===== src/rtl/membus_arbiter.sv =====
// Shared-memory bus arbiter: port 0 (CPU) has priority, renderer ports share round-robin,
// and a renderer starved by port 0 for MAX_WAIT cycles is promoted for one grant.
module membus_arbiter #(
   parameter int NUM_PORTS  = 4,
   parameter int ADDR_WIDTH = 18,
   parameter int RD_LATENCY = 1,
   parameter int MAX_WAIT   = 15
) (
   input  logic                             clk25,
   input  logic                             reset,
   input  logic [NUM_PORTS-1:0]             port_strobe,
   input  logic [NUM_PORTS-1:0]             port_write,
   input  logic [NUM_PORTS*ADDR_WIDTH-1:0]  port_addr,
   input  logic [NUM_PORTS*8-1:0]           port_wrdata,
   output logic [NUM_PORTS-1:0]             port_grant,
   output logic [NUM_PORTS-1:0]             port_ack,
   output logic [31:0]                      port_rddata,
   output logic                             mem_strobe,
   output logic                             mem_write,
   output logic [ADDR_WIDTH-1:0]            mem_addr,
   output logic [31:0]                      mem_wrdata,
   output logic [3:0]                       mem_bytesel,
   input  logic [31:0]                      mem_rddata
);

   localparam int PW = $clog2(NUM_PORTS);

   logic [PW-1:0]         r_rr_ptr;
   logic [7:0]            r_wait_cnt;
   logic [RD_LATENCY-1:0] r_pipe_vld;
   logic [PW-1:0]         r_pipe_idx [RD_LATENCY];

   logic                  w_rend_any;
   logic                  w_rend_vld;
   logic [PW-1:0]         w_rend_idx;
   logic                  w_take0;
   logic                  w_gnt_vld;
   logic [PW-1:0]         w_gnt_idx;
   logic [ADDR_WIDTH-1:0] w_addr;

   assign w_rend_any = |port_strobe[NUM_PORTS-1:1];

   // First requesting renderer, scanning rr_ptr upward and wrapping within 1..NUM_PORTS-1.
   always_comb begin
      int unsigned v_p;
      logic [PW-1:0] v_idx;
      w_rend_vld = 1'b0;
      w_rend_idx = '0;
      v_p        = 0;
      v_idx      = '0;
      for (int unsigned k = 0; k < NUM_PORTS - 1; k++) begin
         v_p = 32'(r_rr_ptr) + k;
         if (v_p >= NUM_PORTS) v_p = v_p - (NUM_PORTS - 1);
         v_idx = v_p[PW-1:0];
         if (!w_rend_vld && port_strobe[v_idx]) begin
            w_rend_vld = 1'b1;
            w_rend_idx = v_idx;
         end
      end
   end

   assign w_take0   = port_strobe[0] && !(w_rend_vld && (r_wait_cnt == 8'(MAX_WAIT)));
   assign w_gnt_vld = w_take0 || w_rend_vld;
   assign w_gnt_idx = w_take0 ? '0 : w_rend_idx;
   assign w_addr    = port_addr[int'(w_gnt_idx)*ADDR_WIDTH +: ADDR_WIDTH];

   always_comb begin
      port_grant  = '0;
      mem_strobe  = 1'b0;
      mem_write   = 1'b0;
      mem_addr    = '0;
      mem_wrdata  = '0;
      mem_bytesel = '0;
      if (w_gnt_vld) begin
         port_grant[w_gnt_idx] = 1'b1;
         mem_strobe  = 1'b1;
         mem_write   = port_write[w_gnt_idx];
         mem_addr    = w_addr;
         mem_wrdata  = {4{port_wrdata[int'(w_gnt_idx)*8 +: 8]}};
         mem_bytesel = 4'b0001 << w_addr[1:0];
      end
   end

   always_ff @(posedge clk25 or posedge reset) begin
      if (reset) begin
         r_rr_ptr   <= PW'(1);
         r_wait_cnt <= '0;
         r_pipe_vld <= '0;
         for (int unsigned i = 0; i < RD_LATENCY; i++) r_pipe_idx[i] <= '0;
      end else begin
         if (w_gnt_vld && !w_take0)
            r_rr_ptr <= (w_rend_idx == PW'(NUM_PORTS - 1)) ? PW'(1) : w_rend_idx + 1'b1;

         if (!w_rend_any || (w_gnt_vld && !w_take0))
            r_wait_cnt <= '0;
         else if (w_take0 && (r_wait_cnt < 8'(MAX_WAIT)))
            r_wait_cnt <= r_wait_cnt + 8'd1;

         r_pipe_vld[0] <= w_gnt_vld;
         r_pipe_idx[0] <= w_gnt_idx;
         for (int unsigned i = 1; i < RD_LATENCY; i++) begin
            r_pipe_vld[i] <= r_pipe_vld[i-1];
            r_pipe_idx[i] <= r_pipe_idx[i-1];
         end
      end
   end

   always_comb begin
      port_ack = '0;
      if (r_pipe_vld[RD_LATENCY-1]) port_ack[r_pipe_idx[RD_LATENCY-1]] = 1'b1;
   end

   assign port_rddata = mem_rddata;

endmodule


===== config.mk =====
export PLATFORM = sky130hd
export DESIGN_NAME = membus_arbiter
export DESIGN_NICKNAME = d
export VERILOG_FILES = /design/src/rtl/membus_arbiter.sv
export SDC_FILE = /design/constraint.sdc
export NUM_CORES = 1
export LEC_CHECK = 0
export ABC_AREA = 1
export CORE_AREA = 2 2 93 95
export DETAILED_ROUTE_END_ITERATION = 10
export DIE_AREA = 0 0 95 97
export PLACE_DENSITY_LB_ADDON = 0.15
export SETUP_SLACK_MARGIN = 0.1
export SYNTH_ARGS = -nofsm -noshare
export SYNTH_HDL_FRONTEND = slang
export SYNTH_SLANG_ARGS = --single-unit
export TNS_END_PERCENT = 30

===== constraint.sdc =====
create_clock -name clk25 -period 4.65 [get_ports clk25]
set_clock_uncertainty 0.2 [all_clocks]
set_input_delay 1.1625 -clock clk25 [delete_from_list [all_inputs] [get_ports clk25]]
set_output_delay 1.1625 -clock clk25 [all_outputs]
set_load 0.02 [all_outputs]

==> metrics.txt, run 1 <==
global route hottest layer met2; period utilization 95.1%; Final Slew Violations 0; site row count 33; nets 730; H-tree levels 1; via count roughly 3100; Antenna Cells 0; pin count of the biggest net entering global routing 19; violation count after the first detailed-route iteration 81; clk slew on worst S/H paths roughly 0.050 ns; initial antenna violation count 0; Post-DP HPWL 8040 um; Die Wd about 95 um; register area ~330 um^2; Setup WS pre-CTS -0.551 ns; GRT Residual Overflow 0; Final ANT Viol Nets 0; DRC violations left 0; worst hold path stage count 2; drt pass-1 iters 4; endpoint class of the critical path output port; Initial Util 30.3%; Die Span Y 97 um; TritonCTS Buffers 3; met1 global-route usage a little under a quarter; Cells after Synth between 400 and 500; syn_nets 568; commonest cells after routing, fill and taps aside nand2_1, clkdlybuf4s50_1, nor2_1; fill cell count 860; number of synthesized register bits 13; Reg2Reg Depth 14; final setup margin 0.227 ns; TritonCTS clock tree yes; critical path launch point type primary input; die area 9220 um^2; crit path kind in -> out; WP data arrival approximately 3.1 ns; Hold Crit Class reg -> reg; Post-Syn Area ~2500 um^2; vias per cell 4.52; design area approximately 4200 um^2; multi-input logic area approximately 1600 um^2; Final Critical Period about 4.4 ns; DRT Wirelength between 10000 and 15000 um; ratio of cells with drive above 1 in the final layout 29.2%; CP max FO 7; port bufs around 180; area grow syn2layout 71.7%; Overall Global Routing Usage 20.7%; RSZ-0062 raised after global routing yes; Slew @ Worst Pin slightly below 1 ns; met2 Use GR 39.6%; syn avg cell area 5.91 um^2; core area ~8100 um^2; Synth cell types 30; Max Freq between 0.2 and 0.25 GHz; clk sinks 13; final hold vios 0; relative slew slack about 34%; number of global-route vias before repair ~3000; clock latency on the worst-skew pair 0.23 ns; leakage power around 0.0022 uW; WL/cell around 15 um; R2R setup slack about 1.9 ns; Ys Warns 0; Reg-to-Reg Start r_rr_ptr[0]$_DFFE_PP1P_; Max Root-Sink Buffers 2; register area share after synthesis between 10% and 20%; Worst EP required between 3 and 4 ns; Root Buffer clkbuf_8; max_cap viols 0; Ports about 240; WHS Endpoint r_wait_cnt[7]$_DFFE_PP0P_; Hold Crit Start r_wait_cnt[7]$_DFFE_PP0P_; RR Endpoint r_rr_ptr[1]$_DFFE_PP0P_; Total Neg Setup Slack 0 ns; Final GP Congestion 0.860; Max VDD drop about 0.00048 V; global-route wire length before repair ~15000 um; area of placed instances around 4200 um^2; most common library cell in the layout ignoring fill and taps nand2_1; status finished, final reports clean; Setup Viol. Count Final 0; Layout Utilization a little over half; met3 usage under 10%; Pwr per Cell Area just over 1000 nW/um^2
[cells in the mapped netlist]
cell type,n,area (um^2)
nor2_2,1,6.26
nand2_1,143,537
nand4_1,5,31.3
nand2_4,3,33.8
buf_4,57,428
o21ai_1,1,5.00
nand3_1,39,195
nor2_1,64,240
a21oi_2,1,8.76
clkbuf_1,2,7.51
nand2_2,21,131
o21ai_0,2,10.0
dfstp_2,1,26.3
nand2_8,1,20.0
nand3_4,2,35.0
ha_1,4,50.1
nor2_8,3,60.1
xor2_1,2,17.5
clkinv_1,1,3.75
inv_2,7,26.3
inv_1,20,75.1
nand3_2,5,50.1
dfrtp_1,12,300
a21oi_1,2,10.0
and3_1,1,6.26
o31ai_1,1,7.51
buf_2,4,20.0
buf_12,2,40.0
nor3_1,6,30.0
buf_6,5,56.3
[cell type report]
type                       count  share of cell area, %
timing repair buffer         225                   48.4
multi-input combinational    309                   37.2
sequential                    13                   7.71
tap                          105                   3.10
inverter                      28                   2.48
clock buffer                   4                   1.06
[layer usage]
layer  wire, um  up-vias
li1           -     1564
met1       3900     1391
met2       5330      115
met3        616       24
met4        203        0
met5          0        -
[worst max path at each step]
stage,start,endpoint,slack (ns)
5_1_grt,port_strobe[0],mem_addr[13],0.05
2_1_floorplan,port_strobe[0],mem_wrdata[11],0.33
6_report,port_strobe[0],mem_addr[10],0.23
3_5_place_dp,port_strobe[0],mem_wrdata[1],-0.55
3_3_place_gp,port_strobe[0],mem_addr[16],-0.52
4_1_cts,port_strobe[1],mem_bytesel[1],0.06
[what timing repair did]
item	4_1_cts	5_1_grt
buffers inserted	7	4
pin swaps	6	8
setup endpoints to repair	59	58
gates cloned	2	2
resized for setup	240	31
hold buffers	0	0
[state kept, by name, summed over array words and instances (netlist names)]
name / count
r_wait_cnt: 8
r_pipe_idx: 2
r_rr_ptr: 2
r_pipe_vld: 1
[cell families (layout without fill, tap and decap cells)]
| kind of cell | count (synthesis) | after routing | share of synthesized area (%) |
|---|---|---|---|
| and+or+nand+nor | 294 | 296 | 55.8 |
| buffers and inverters | 98 | 257 | 26.6 |
| DFF | 13 | 13 | 13.2 |
| AOI/OAI and AO/OA | 7 | 7 | 1.67 |
| adders and majority gates | 4 | 4 | 2.03 |
| xor gates and xnor gates | 2 | 2 | 0.710 |
[power by group]
part,switching (uW),internal [uW],total [uW]
Sequential,26.7,141,168
Clock,36.7,60.3,97.0
Combinational,2420,1620,4030
Total,2480,1820,4300
[through the flow]
stage	hold WS (ns)	total power, uW	instances
global placement	0.272	4300	665
floorplan	0.260	2810	418
detailed placement	0.283	4320	665
CTS	0.296	4120	678
finish	0.288	4300	684
global route	0.327	4640	684
[worst max-delay path, stage by stage]
cell,delay [ns]
clkbuf_2,0.13
nand2_1,0.09
nand3_1,0.09
nand2_1,0.11
inv_2,0.10
nand3_1,0.13
nand3_4,0.13
nand3_4,0.17
buf_6,0.19
nor2_8,0.17
clkbuf_16,0.18
nand2_1,0.06
nand2_1,0.06
nor2_1,0.04
nor2_1,0.07
buf_2,0.17
(Power assumes the default switching activity.)
==> inputs of run 2 (changes only) <==
- GPL_TIMING_DRIVEN: unset -> 0
- SLEW_MARGIN: unset -> 15
==> run 2 against run 1 <==
Against the previous run: routed wire length is 6.0% higher; via count rose by 7.2%; combinational power rose by 1%; cell count rose by 11%; critical path type unchanged; highest routed layer unchanged.
==> metrics.txt, run 2 (same netlist as run 1, synthesis figures left out) <==
Die Wd 95 um (unchanged); Ports 242 (unchanged); clk sinks 13 (unchanged); ratio of cells with drive above 1 in the final layout 31.8% (+2.6 points); Pwr per Cell Area 914 nW/um^2 (-9.9%); TritonCTS Buffers 3 (unchanged); Antenna Cells 0 (unchanged); Final Critical Period 4.45 ns (+0.0235 ns); pin count of the biggest net entering global routing 14 (-5); status finished, final reports clean; clock latency on the worst-skew pair 0.24 ns (about the same); port bufs 209 (+18%); RSZ-0062 raised after global routing yes; Max Freq 0.225 GHz (-0.53%); via count 3317 (+7.2%); fill cell count 786 (-8.6%); design area 4750 um^2 (+12%); nets 802 (+9.9%); Largest Register r_wait_cnt; Final ANT Viol Nets 0 (unchanged); Die Span Y 97 um (unchanged); Post-DP HPWL 8800 um (+9.5%); area grow syn2layout 92.5%; Layout Utilization 58.4% (+6.3 points); die area 9220 um^2 (unchanged); max_cap viols 0 (unchanged); most common library cell in the layout ignoring fill and taps clkdlybuf4s50_1; period utilization 95.6% (+0.51 points); clk slew on worst S/H paths 0.06 ns (about the same); cts hold-fix bufs 0 (unchanged); violation count after the first detailed-route iteration 66 (-19%); register area 327 um^2 (unchanged); leakage power 0.00249 uW (+13%); multi-input logic area 1550 um^2 (-1.6%); final setup margin 0.203 ns (-0.0235 ns); CP max FO 10 (+3); commonest cells after routing, fill and taps aside clkdlybuf4s50_1, nand2_1, buf_4; Overall Global Routing Usage 22.6% (+1.9 points); Hold Crit Class reg -> reg; total power 4340 uW (+1.1%); Final GP Congestion 0.852 (-0.99%); WL/cell 14.1 um (-4.1%); core area 8130 um^2 (unchanged); critical path launch point type primary input; endpoint class of the critical path output port; DRC violations left 0 (unchanged); site row count 33 (unchanged); Worst EP required 3.29 ns (about the same); Top Registers r_wait_cnt: 8 flops, r_pipe_idx: 2 flops, r_rr_ptr: 2 flops; Slew @ Worst Pin 0.907 ns (-0.0814 ns); Root Buffer clkbuf_8; GRT Residual Overflow 0 (unchanged); area of placed instances 4690 um^2 (+12%); DRT Wirelength 10700 um (+6.0%); Setup Viol. Count Final 0 (unchanged); Max VDD drop 0.000605 V (+27%); H-tree levels 1 (unchanged); global-route wire length before repair 16400 um (+8.9%); WP data arrival 3.08 ns (+0.02 ns); Max Root-Sink Buffers 2 (unchanged); Final Slew Violations 0 (unchanged); final hold vios 0 (unchanged); number of global-route vias before repair 3194 (+6.4%); initial antenna violation count 0 (unchanged); drt pass-1 iters 4 (unchanged); TritonCTS clock tree yes; Largest register FFs 8 (unchanged); crit path kind in -> out; relative slew slack 39.0% (+5.5 points); Setup WS pre-CTS -0.866 ns (-0.315 ns); vias per cell 4.39 (-3.0%); Initial Util 30.3% (unchanged)
## run 2: cell types whose count changed in the layout (fill, tap and decap cells not counted), sizes merged, moves of 2 or more
| cell | delta |
|---|---|
| buf | +12 |
| clkbuf | +27 |
| clkdlybuf4s50 | +34 |
| nor2 | -2 |
## run 2: critical path: stages
cell and delay, ns:
buf_2 0.13, inv_2 0.08, nand2_1 0.06, nand3_1 0.11, nand2_4 0.09, a21oi_4 0.16
nand3_2 0.16, nand2_2 0.13, inv_2 0.07, nor2_8 0.15, buf_6 0.16, nand2_1 0.05
nand2_1 0.06, nor2_1 0.05, nor2_2 0.17, buf_4 0.13, buf_2 0.15
## run 2: final cells by class
cell class	count	area share, %
buffer	70	11.8
multi-input combinational	307	32.7
timing repair buffer	229	42.7
tap	105	2.76
inverter	28	2.24
sequential	13	6.87
clock buffer	4	0.948
## run 2: path summary, 6_finish.rpt
kind	slack [ns]	endpoint	depth (start not counted)	startpoint
worst min-delay path	0.30	r_wait_cnt[6]$_DFFE_PP0P_	2	r_wait_cnt[6]$_DFFE_PP0P_
worst max-delay path	0.20	mem_wrdata[21]	17	port_strobe[0]
min in group asynchronous	1.05	r_wait_cnt[3]$_DFFE_PP0P_	2	reset
max in group asynchronous	2.85	r_rr_ptr[0]$_DFFE_PP1P_	2	reset
worst min register to register	0.30	r_wait_cnt[6]$_DFFE_PP0P_	2	r_wait_cnt[6]$_DFFE_PP0P_
worst max register to register	1.97	r_wait_cnt[2]$_DFFE_PP0P_	10	r_rr_ptr[0]$_DFFE_PP1P_
## run 2: what timing repair did
action,4_1_cts,5_1_grt
gates resized for setup,144,80
pin swaps,11,12
endpoints found under the setup margin,59,58
setup buffers,10,9
gates cloned,1,0
## run 2: stage by stage
| step | TNS (ns) | hold WS [ns] | std cells |
|---|---|---|---|
| 2_1_floorplan | 0 | 0.260 | 418 |
| 3_3_place_gp | -37.08 | 0.272 | 732 |
| 6_report | 0 | 0.298 | 756 |
| 5_1_grt | 0 | 0.324 | 756 |
| 3_5_place_dp | -38.61 | 0.289 | 732 |
| 4_1_cts | 0 | 0.302 | 747 |
## run 2: power by group
group / switching, uW / internal (uW) / total, uW / leakage [uW]
clock network: 42.3 / 60.6 / 103 / 0.0000228
registers: 26.6 / 141 / 168 / 0.000168
logic: 2390 / 1680 / 4070 / 0.00230
## run 2: per-layer routing
metal,vias up,global-route usage (%),share of wire [%]
li1,1704,-,-
met1,1457,25.6,38
met2,140,42.7,54
met3,16,3.50,6.7
met4,0,5.69,2.1
met5,-,0,0
==> inputs of run 3 (changes only) <==
- PLACE_DENSITY: unset -> 0.82
- PLACE_DENSITY_LB_ADDON: 0.15 -> unset
==> run 3 against run 2 <==
Against the previous run: register-to-register slack worse by 0.02 ns; largest power group unchanged; hold slack worse by 0.0029 ns; largest cell class unchanged; non-clock buffer count decreased by 1.
==> metrics.txt, run 3 (same netlist as run 1, synthesis figures left out) <==
status finished, final reports clean; Reg-to-Reg Start r_rr_ptr[0]$_DFFE_PP1P_; Max stage delay on crit path 0.31 ns (+0.14 ns); Die Span Y 97 um (unchanged); Max VDD drop 0.000318 V (-48%); Hold Crit Class reg -> reg; number of global-route vias before repair 3364 (+5.3%); drt pass-1 iters 4 (unchanged); total power 4630 uW (+6.5%); TritonCTS clock tree yes; Worst Path Buf+Inv 5 (-1); Max Freq 0.224 GHz (-0.58%); final hold vios 0 (unchanged); site row count 33 (unchanged); met2 wire length 5810 um (+1.7%); Setup Viol. Count Final 0 (unchanged); CP Capture Point mem_addr[3]; period utilization 96.2% (+0.56 points); Post-DP HPWL 9420 um (+7.0%); clock latency on the worst-skew pair 0.24 ns (about the same); area of placed instances 4690 um^2 (unchanged); pin count of the biggest net entering global routing 14 (unchanged); Highest Signal Layer met5; Die Wd 95 um (unchanged); multi-input logic area 1580 um^2 (+1.9%); Slew @ Worst Pin 0.876 ns (-0.0308 ns); critical path launch point type primary input; initial antenna violation count 4 (+4); RR Endpoint r_wait_cnt[2]$_DFFE_PP0P_; Worst EP required 3.29 ns (about the same); Largest register FFs 8 (unchanged); leakage power 0.00253 uW (+1.4%); die area 9220 um^2 (unchanged); ratio of cells with drive above 1 in the final layout 32.3% (+0.51 points); final setup margin 0.177 ns (-0.0260 ns); design area 4900 um^2 (+3.1%); crit path kind in -> out; metal3 WL 1210 um (+70%); vias per cell 4.48 (+2.2%); Final ANT Viol Nets 0 (unchanged); cts hold-fix bufs 0 (unchanged); Largest Register r_wait_cnt; endpoint class of the critical path output port; GRT Residual Overflow 0 (unchanged); port bufs 209 (unchanged); Final Slew Violations 0 (unchanged); Overall Global Routing Usage 23.0% (+0.45 points); via count 3389 (+2.2%); relative slew slack 41.1% (+2.1 points); Setup WS pre-CTS -0.959 ns (-0.0931 ns); most common library cell in the layout ignoring fill and taps clkdlybuf4s50_1; Worst path depth 17 (unchanged); DRC violations left 0 (unchanged); core area 8130 um^2 (unchanged); Final Critical Period 4.47 ns (+0.0260 ns); Ports 242 (unchanged); WP data arrival 3.11 ns (+0.03 ns); R2R setup slack 1.95 ns (-0.02 ns); Worst setup startpoint port_strobe[0]; commonest cells after routing, fill and taps aside clkdlybuf4s50_1, nand2_1, buf_4; worst hold path stage count 2 (unchanged); Reg2Reg Depth 10 (unchanged); clk slew on worst S/H paths 0.05 ns (about the same); max_cap viols 0 (unchanged); slowest CP cell clkdlybuf4s15_1; Root Buffer clkbuf_8; fill cell count 751 (-4.5%); violation count after the first detailed-route iteration 88 (+33%); met1 wire length 4050 um (+1.2%); global-route wire length before repair 16800 um (+2.3%); Max Root-Sink Buffers 2 (unchanged); Hold Crit Start r_wait_cnt[6]$_DFFE_PP0P_; TritonCTS Buffers 3 (unchanged); CP top delay family simple AND/OR/NAND/NOR gates; Initial Util 30.3% (unchanged); crit path cell chain buf_4 -> inv_2 -> nand2_2 -> nand3_2 -> nand2_4 -> a21oi_4 -> nand3_2 -> nand2_4 -> nand2_8 -> nor2_8 -> buf_12 -> buf_4 -> nand2_2 -> nand2_1 -> nor2_1 -> nor2_1 -> clkdlybuf4s15_1; register area 327 um^2 (unchanged); H-tree levels 1 (unchanged); nets 801 (-0.12%); Pwr per Cell Area 945 nW/um^2 (+3.4%); clk sinks 13 (unchanged); WHS 0.295 ns (-0.00294 ns); WL/cell 14.9 um (+5.9%); Top Registers r_wait_cnt: 8 flops, r_pipe_idx: 2 flops, r_rr_ptr: 2 flops; area grow syn2layout 98.4%; CP max FO 6 (-4); RSZ-0062 raised after global routing yes; Final GP Congestion 0.859 (+0.85%); DRT Wirelength 11300 um (+5.9%)
## run 3: stage by stage
stage               setup TNS (ns)  util, %  cells
floorplan                        0        -    418
global placement            -37.93     57.7    732
detailed placement          -42.11     57.7    732
CTS                              0     59.6    750
global route                     0     60.2    755
finish                           0     60.2    756
## run 3: worst reg2reg max path, delay by kind of cell, from the launching register on
| family | cells | cell delay (ns) |
|---|---|---|
| and+or+nand+nor | 5 | 0.93 |
| DFF | 1 | 0.59 |
| AOI/OAI and AO/OA | 2 | 0.45 |
| adders and majority gates | 1 | 0.32 |
| buffers and inverters | 2 | 0.14 |
## run 3: how the worst min path moves through the flow
| stage | endpoint | slack, ns |
|---|---|---|
| floorplan | r_wait_cnt[6]$_DFFE_PP0P_ | 0.26 |
| global placement | r_wait_cnt[7]$_DFFE_PP0P_ | 0.27 |
| detailed placement | r_wait_cnt[6]$_DFFE_PP0P_ | 0.29 |
| CTS | r_wait_cnt[6]$_DFFE_PP0P_ | 0.30 |
| global route | r_wait_cnt[6]$_DFFE_PP0P_ | 0.33 |
| finish | r_wait_cnt[6]$_DFFE_PP0P_ | 0.30 |
## run 3: cell type report
type | instances | area share, %
Antenna cell | 1 | 0.0511
Buffer | 69 | 11.4
Clock buffer | 4 | 0.920
Inverter | 28 | 2.17
Multi-Input combinational cell | 307 | 32.3
Sequential cell | 13 | 6.67
Tap cell | 105 | 2.68
Timing Repair Buffer | 229 | 43.8
## run 3: metal layers
layer	up-vias	GRT usage [%]
met2	140	42.6
met5	-	0
met4	6	3.68
met1	1527	25.1
li1	1699	-
met3	17	8.18
## run 3: power by group
group | switching [uW] | leakage, uW | internal, uW
clock network | 37.4 | 0.0000228 | 60.3
logic | 2490 | 0.00234 | 1870
registers | 26.5 | 0.000168 | 141
total | 2550 | 0.00253 | 2070
## run 3: timing repair
action	in CTS	in global routing
gates resized for setup	202	36
endpoints found under the hold margin	0	0
setup endpoints to repair	59	57
pin swaps	10	10
setup buffers	14	6
